**src/rtl/exe_mem_skid_if.sv**
```systemverilog
// Execute-to-memory handshake bundle: the upstream result channel from
// execute and the downstream result channel toward the memory stage.
interface exe_mem_skid_if #(
  parameter int AW = 5,
  parameter int DW = 32
);
  // Upstream (execute -> buffer)
  logic          valid_i;
  logic          ready_o;
  logic [AW-1:0] reg_waddr_i;
  logic          reg_we_i;
  logic [DW-1:0] reg_wdata_i;
  // Downstream (buffer -> memory)
  logic          valid_o;
  logic          ready_i;
  logic [AW-1:0] reg_waddr_o;
  logic          reg_we_o;
  logic [DW-1:0] reg_wdata_o;

  // The pipeline register itself.
  modport slave (
    input  valid_i, reg_waddr_i, reg_we_i, reg_wdata_i, ready_i,
    output ready_o, valid_o, reg_waddr_o, reg_we_o, reg_wdata_o
  );

  // The surrounding pipeline (execute producer and memory consumer).
  modport master (
    output valid_i, reg_waddr_i, reg_we_i, reg_wdata_i, ready_i,
    input  ready_o, valid_o, reg_waddr_o, reg_we_o, reg_wdata_o
  );
endinterface

```
**src/rtl/exe_mem_skid.sv**
```systemverilog
// Execute/memory pipeline register built as a 2-entry skid buffer.
// The main entry drives the memory stage directly from registers; the skid
// entry catches one extra result when memory stalls so ready_o never depends
// combinationally on ready_i. Two lookup ports forward in-flight writes.
module exe_mem_skid #(
  parameter int AW = 5,
  parameter int DW = 32
) (
  input  logic          clk_i,
  input  logic          rst_i,
  exe_mem_skid_if.slave bus,
  input  logic          flush_i,
  input  logic [AW-1:0] rs1_addr_i,
  input  logic [AW-1:0] rs2_addr_i,
  output logic          fwd1_hit_o,
  output logic [DW-1:0] fwd1_data_o,
  output logic          fwd2_hit_o,
  output logic [DW-1:0] fwd2_data_o,
  output logic [1:0]    count_o
);

  logic          r_main_valid;
  logic [AW-1:0] r_main_waddr;
  logic          r_main_we;
  logic [DW-1:0] r_main_wdata;
  logic          r_skid_valid;
  logic [AW-1:0] r_skid_waddr;
  logic          r_skid_we;
  logic [DW-1:0] r_skid_wdata;

  logic          w_main_valid;
  logic [AW-1:0] w_main_waddr;
  logic          w_main_we;
  logic [DW-1:0] w_main_wdata;
  logic          w_skid_valid;
  logic          w_skid_load;

  logic          w_accept;
  logic          w_drain;
  logic          w_in_we;

  // Writes to x0 are architecturally dead, so they are stored with we cleared.
  assign w_in_we  = bus.reg_we_i & (bus.reg_waddr_i != '0);
  assign w_accept = bus.valid_i & bus.ready_o & ~flush_i & ~rst_i;
  assign w_drain  = r_main_valid & bus.ready_i;

  // Next-state selection for both entries; main payload is zeroed whenever
  // main empties so the outputs read zero while valid_o is low.
  always_comb begin
    // NOTE: every signal gets a default first so no path leaves it unassigned
    // (which would infer a latch).
    w_main_valid = r_main_valid;
    w_main_waddr = r_main_waddr;
    w_main_we    = r_main_we;
    w_main_wdata = r_main_wdata;
    w_skid_valid = r_skid_valid;
    w_skid_load  = 1'b0;

    if (flush_i) begin
      w_main_valid = 1'b0;
      w_main_waddr = '0;
      w_main_we    = 1'b0;
      w_main_wdata = '0;
      w_skid_valid = 1'b0;
    end else if (!r_main_valid || w_drain) begin
      if (r_skid_valid) begin
        // Skid is older than anything incoming: promote it.
        w_main_valid = 1'b1;
        w_main_waddr = r_skid_waddr;
        w_main_we    = r_skid_we;
        w_main_wdata = r_skid_wdata;
        w_skid_valid = 1'b0;
      end else if (w_accept) begin
        w_main_valid = 1'b1;
        w_main_waddr = bus.reg_waddr_i;
        w_main_we    = w_in_we;
        w_main_wdata = bus.reg_wdata_i;
      end else begin
        w_main_valid = 1'b0;
        w_main_waddr = '0;
        w_main_we    = 1'b0;
        w_main_wdata = '0;
      end
    end else if (w_accept) begin
      // Main is stalled: park the new result in the skid entry.
      w_skid_valid = 1'b1;
      w_skid_load  = 1'b1;
    end
  end

  // Valid bits and the output-facing main entry, cleared by reset.
  always_ff @(posedge clk_i) begin
    // NOTE: sequential state uses non-blocking assignments so every register
    // samples the pre-edge values regardless of statement order.
    if (rst_i) begin
      r_main_valid <= 1'b0;
      r_main_waddr <= '0;
      r_main_we    <= 1'b0;
      r_main_wdata <= '0;
      r_skid_valid <= 1'b0;
    end else begin
      r_main_valid <= w_main_valid;
      r_main_waddr <= w_main_waddr;
      r_main_we    <= w_main_we;
      r_main_wdata <= w_main_wdata;
      r_skid_valid <= w_skid_valid;
    end
  end

  // Skid payload capture; qualified everywhere by r_skid_valid.
  always_ff @(posedge clk_i) begin
    // NOTE: payload registers guarded by a valid bit need no reset.
    if (w_skid_load) begin
      r_skid_waddr <= bus.reg_waddr_i;
      r_skid_we    <= w_in_we;
      r_skid_wdata <= bus.reg_wdata_i;
    end
  end

  assign bus.ready_o     = ~r_skid_valid;
  assign bus.valid_o     = r_main_valid;
  assign bus.reg_waddr_o = r_main_waddr;
  assign bus.reg_we_o    = r_main_we;
  assign bus.reg_wdata_o = r_main_wdata;
  assign count_o         = {1'b0, r_main_valid} + {1'b0, r_skid_valid};

  logic w_m1, w_s1, w_m2, w_s2;

  // Forwarding lookups; the skid entry is younger and wins on a double match.
  always_comb begin
    w_m1 = r_main_valid & r_main_we & (rs1_addr_i != '0) & (r_main_waddr == rs1_addr_i);
    w_s1 = r_skid_valid & r_skid_we & (rs1_addr_i != '0) & (r_skid_waddr == rs1_addr_i);
    w_m2 = r_main_valid & r_main_we & (rs2_addr_i != '0) & (r_main_waddr == rs2_addr_i);
    w_s2 = r_skid_valid & r_skid_we & (rs2_addr_i != '0) & (r_skid_waddr == rs2_addr_i);
    fwd1_hit_o  = w_m1 | w_s1;
    fwd1_data_o = w_s1 ? r_skid_wdata : (w_m1 ? r_main_wdata : '0);
    fwd2_hit_o  = w_m2 | w_s2;
    fwd2_data_o = w_s2 ? r_skid_wdata : (w_m2 ? r_main_wdata : '0);
  end

endmodule

```
**src/flat_wrapper.sv**
```systemverilog
// flat-port wrapper written by rule: the top's interface ports become plain ports
module exe_mem_skid_flat 
#(
  parameter int AW = 5,
  parameter int DW = 32
)
  (clk_i, rst_i, flush_i, rs1_addr_i, rs2_addr_i, fwd1_hit_o, fwd1_data_o, fwd2_hit_o, fwd2_data_o, count_o, bus_valid_i, bus_reg_waddr_i, bus_reg_we_i, bus_reg_wdata_i, bus_ready_i, bus_ready_o, bus_valid_o, bus_reg_waddr_o, bus_reg_we_o, bus_reg_wdata_o);
  exe_mem_skid_if #(.AW(AW), .DW(DW)) bus_i ();
  input  logic clk_i;
  input  logic rst_i;
  input  logic flush_i;
  input  logic [AW-1:0] rs1_addr_i;
  input  logic [AW-1:0] rs2_addr_i;
  output logic fwd1_hit_o;
  output logic [DW-1:0] fwd1_data_o;
  output logic fwd2_hit_o;
  output logic [DW-1:0] fwd2_data_o;
  output logic [1:0] count_o;
  input wire logic [$bits(bus_i.valid_i)-1:0] bus_valid_i;
  input wire logic [$bits(bus_i.reg_waddr_i)-1:0] bus_reg_waddr_i;
  input wire logic [$bits(bus_i.reg_we_i)-1:0] bus_reg_we_i;
  input wire logic [$bits(bus_i.reg_wdata_i)-1:0] bus_reg_wdata_i;
  input wire logic [$bits(bus_i.ready_i)-1:0] bus_ready_i;
  output wire logic [$bits(bus_i.ready_o)-1:0] bus_ready_o;
  output wire logic [$bits(bus_i.valid_o)-1:0] bus_valid_o;
  output wire logic [$bits(bus_i.reg_waddr_o)-1:0] bus_reg_waddr_o;
  output wire logic [$bits(bus_i.reg_we_o)-1:0] bus_reg_we_o;
  output wire logic [$bits(bus_i.reg_wdata_o)-1:0] bus_reg_wdata_o;
  assign bus_i.valid_i = bus_valid_i;
  assign bus_i.reg_waddr_i = bus_reg_waddr_i;
  assign bus_i.reg_we_i = bus_reg_we_i;
  assign bus_i.reg_wdata_i = bus_reg_wdata_i;
  assign bus_i.ready_i = bus_ready_i;
  assign bus_ready_o = bus_i.ready_o;
  assign bus_valid_o = bus_i.valid_o;
  assign bus_reg_waddr_o = bus_i.reg_waddr_o;
  assign bus_reg_we_o = bus_i.reg_we_o;
  assign bus_reg_wdata_o = bus_i.reg_wdata_o;
  exe_mem_skid #(.AW(AW), .DW(DW)) u_core (.clk_i(clk_i), .rst_i(rst_i), .bus(bus_i), .flush_i(flush_i), .rs1_addr_i(rs1_addr_i), .rs2_addr_i(rs2_addr_i), .fwd1_hit_o(fwd1_hit_o), .fwd1_data_o(fwd1_data_o), .fwd2_hit_o(fwd2_hit_o), .fwd2_data_o(fwd2_data_o), .count_o(count_o));
endmodule
```
**config.mk**
```make
export PLATFORM = sky130hd
export DESIGN_NAME = exe_mem_skid_flat
export DESIGN_NICKNAME = d
export VERILOG_FILES = /design/src/rtl/exe_mem_skid_if.sv /design/src/rtl/exe_mem_skid.sv /design/src/flat_wrapper.sv
export SDC_FILE = /design/constraint.sdc
export NUM_CORES = 1
export LEC_CHECK = 0
export CORE_MARGIN = 3
export CORE_UTILIZATION = 40
export CTS_BUF_LIST = sky130_fd_sc_hd__clkbuf_2 sky130_fd_sc_hd__clkbuf_4 sky130_fd_sc_hd__clkbuf_8
export DETAILED_ROUTE_END_ITERATION = 6
export PLACE_DENSITY = 0.73
export SLEW_MARGIN = 15
export SYNTH_ARGS = -nofsm -noshare
export SYNTH_HDL_FRONTEND = slang
export SYNTH_SLANG_ARGS = --single-unit
```
**constraint.sdc**
```tcl
create_clock -name clk_i -period 3.45 [get_ports clk_i]
set_clock_uncertainty 0.15 [all_clocks]
set_input_delay 0.345 -clock clk_i [delete_from_list [all_inputs] [get_ports clk_i]]
set_output_delay 0.345 -clock clk_i [all_outputs]
set_load 0.02 [all_outputs]
```
==> results.py <==
metrics = {
    "placement": {
        "io_buffers": 160,
        "dpl.hpwl_um": 9850,
        "dp.cells": 755,
        "gp_congestion": 0.882,
    },
    "routing": {
        "postRouteAntennaNets": 0,
        "drt_wl_total_um": 14000,
        "drc_errors": 0,
        "vias": 4284,
        "drt_first_pass_iters": 5,
        "vias_per_cell": 5.57,
        "post_drt_wl_per_cell_um": 18.2,
        "dr.first_iter.drc_count": 246,
    },
    "setup_path": {
        "max_stage_delay_ns": 0.65,
        "crit_top_cell": "clkdlybuf4s50_1",
        "cp-start-kind": "primary input",
        "crit_type": "primary input to output pin",
        "worstPathArrival_ns": 2.78,
        "cp-end-kind": "output pin",
        "critical_path.slowest_cell": "clkdlybuf4s50_1",
        "path_cells": "clkdlybuf4s50_1 > xnor2_1 > nand4_1 > nor3_2 > nand2_1 > o21ai_0 > clkdlybuf4s50_1",
        "cp.required_ns": 2.95,
        "cp_max_fo": 10,
    },
    "clock_tree": {
        "post-cts-setup-buffer-count": 0,
        "holdBufCountCts": 0,
        "clock-sinks": 78,
        "cts_root_buf": "clkbuf_8",
        "clock_latency_ns": 0.35,
        "cts_buffer_depth": 2,
        "clk_pin_slew_ns": 0.08,
        "cts_resized": 0,
        "cts_tree": "built",
        "h-tree-depth": 3,
        "cts_buffers": 9,
    },
    "power": {
        "power_density_mw_per_mm2": 301,
        "irDropWorstVdd_mv": 0.178,
        "leakage_uw": 0.00217,
    },
    "worst_hold_path": {
        "hold_path.class": "flop to flop",
    },
    "layout": {
        "drive_above_1_share_pct": 8.18,
        "post_layout_nonfiller_instances": 769,
        "insertedDiodeCount": 0,
        "nets": 687,
        "most-common-layout-cells": "clkdlybuf4s50_1, nand2_1, dfxtp_1",
        "syn_to_final_growth_pct": 46.9,
        "final_common_cell": "clkdlybuf4s50_1",
    },
    "floorplan": {
        "die_area_sq_mm": 0.0116,
        "die_h_um": 108,
        "fp.dieW_um": 108,
        "initial_utilization_pct": 41.7,
        "core_area_sq_mm": 0.00991,
        "rows": 36,
        "pin_count": 161,
    },
    "sta": {
        "final_hold_viol_count": 0,
        "max_freq_mhz": 305,
        "drv_slew": 0,
        "worst_pin_slew_ns": 0.890,
        "fin_setup_tns_ns": 0,
        "timing.hold.ws_ns": 0.369,
        "fin_crit_ns": 3.28,
        "fin_crit_sh_pct": 95.0,
        "setup_violations": 0,
        "slew_headroom_pct": 40.7,
    },
    "global_route": {
        "track_usage_pct": 24.1,
        "grt_pass1_wl_um": 22000,
        "antenna_found_initial": 0,
        "gr-total-overflow": 0,
        "grt_max_degree": 41,
        "grt_pass1_vias": 4181,
    },
    "synth": {
        "synthFlopType": "dfxtp_1",
        "synthCells": 483,
        "yosysWarningCount": 0,
        "synthDistinctLibCells": 46,
        "ys_ff_latch": 78,
        "synthArstFlopShare_pct": 0,
        "synth_edf_count": 38,
        "syn_avg_cell_area_sq_um": 8.56,
        "synth_area_sq_mm": 0.00414,
        "syn_nets": 537,
        "ys_seq_area_share_pct": 46.9,
    },
    "run": {
        "drv_cap": 0,
    },
    "outcome": {
        "status": "completed",
    },
}
[cells in the mapped netlist, types with 2 or more instances]
| cell type | number | share of area, % |
|---|---|---|
| nor3_2 | 2 | 0.48 |
| dfxtp_1 | 40 | 19 |
| xnor2_1 | 11 | 2.3 |
| buf_2 | 7 | 0.85 |
| o21ai_1 | 19 | 2.3 |
| a221oi_1 | 38 | 8.0 |
| inv_1 | 6 | 0.54 |
| clkbuf_1 | 23 | 2.1 |
| nand4_1 | 6 | 0.91 |
| nor2b_1 | 5 | 0.76 |
| xor2_1 | 3 | 0.64 |
| buf_12 | 2 | 0.97 |
| buf_6 | 3 | 0.82 |
| a211oi_1 | 2 | 0.36 |
| nand3_1 | 30 | 3.6 |
| edfxtp_1 | 38 | 28 |
| buf_4 | 3 | 0.54 |
| nand3_2 | 3 | 0.73 |
| nand2_1 | 122 | 11 |
| nor3_1 | 38 | 4.6 |
| nand2b_1 | 3 | 0.45 |
| nor2_1 | 38 | 3.4 |
| o21ai_0 | 18 | 2.2 |
[cells by family (layout without fill, tap and decap cells)]
group	count (synthesis)	in the layout	share of synthesized area, %
buf+inv	46	199	6.02
simple gates	260	260	29.5
flops	78	78	46.9
compound gates	84	84	14.3
xor+xnor	14	14	2.96
fa+ha+maj	1	1	0.302
[flip-flops by register name, summed over array words and instances, names as in the netlist]
signal                  cells
u_core.r_skid_waddr         5
u_core.r_skid_we            1
u_core.bus.valid_o          1
u_core.r_skid_wdata        32
u_core.bus.reg_waddr_o      5
u_core.bus.reg_we_o         1
u_core.r_skid_valid         1
u_core.bus.reg_wdata_o     32
[layer usage]
metal	vias up	share of wire, %	GRT usage [%]
li1	2025	-	-
met1	2055	40	28.7
met2	182	50	42.8
met3	22	8.1	5.46
met4	0	2.0	8.03
met5	-	0	0
[through the flow]
step           total power [uW]  area [sq um]  setup WS (ns)  util, %
6_report                   1830          6080          0.173     61.3
3_5_place_dp               1210          5880          0.125     59.4
3_3_place_gp               1200          5880          0.145     59.4
2_1_floorplan              1090          4140          0.640        -
5_1_grt                    1900          6080       -0.00291     61.3
4_1_cts                    1850          6060         0.0527     61.1
[critical path: cells and delay by family]
| kind | cells | cell delay (ns) |
|---|---|---|
| buffers and inverters | 2 | 1.29 |
| XOR/XNOR | 1 | 0.16 |
| AND/OR/NAND/NOR | 3 | 0.86 |
| AO/OA/AOI/OAI | 1 | 0.12 |
[worst paths after layout]
kind                        from                 endpoint  slack (ns)  cells past startpoint
min          u_core.bus.reg_we_o      u_core.bus.reg_we_o        0.37                      2
min reg2reg  u_core.bus.reg_we_o      u_core.bus.reg_we_o        0.37                      2
max                rs1_addr_i[4]           fwd1_data_o[5]        0.17                      7
max reg2reg  u_core.r_skid_valid  u_core.r_skid_wdata[24]        1.24                      4
[final cells by class]
cell class	count	area [sq um]
fill	855	3830
multi-input combinational	359	1980
sequential	78	1940
timing repair buffer	179	1790
tap	133	166
clock buffer	9	124
clock inverter	5	52.6
inverter	6	22.5
[where the power goes]
group / switching, uW / total (uW) / internal, uW / leakage (uW)
sequential: 13.5 / 994 / 981 / 0.000666
combinational: 91.5 / 194 / 102 / 0.00141
clock: 320 / 642 / 322 / 0.0000907
No activity file was read; power rests on OpenSTA's default activity.
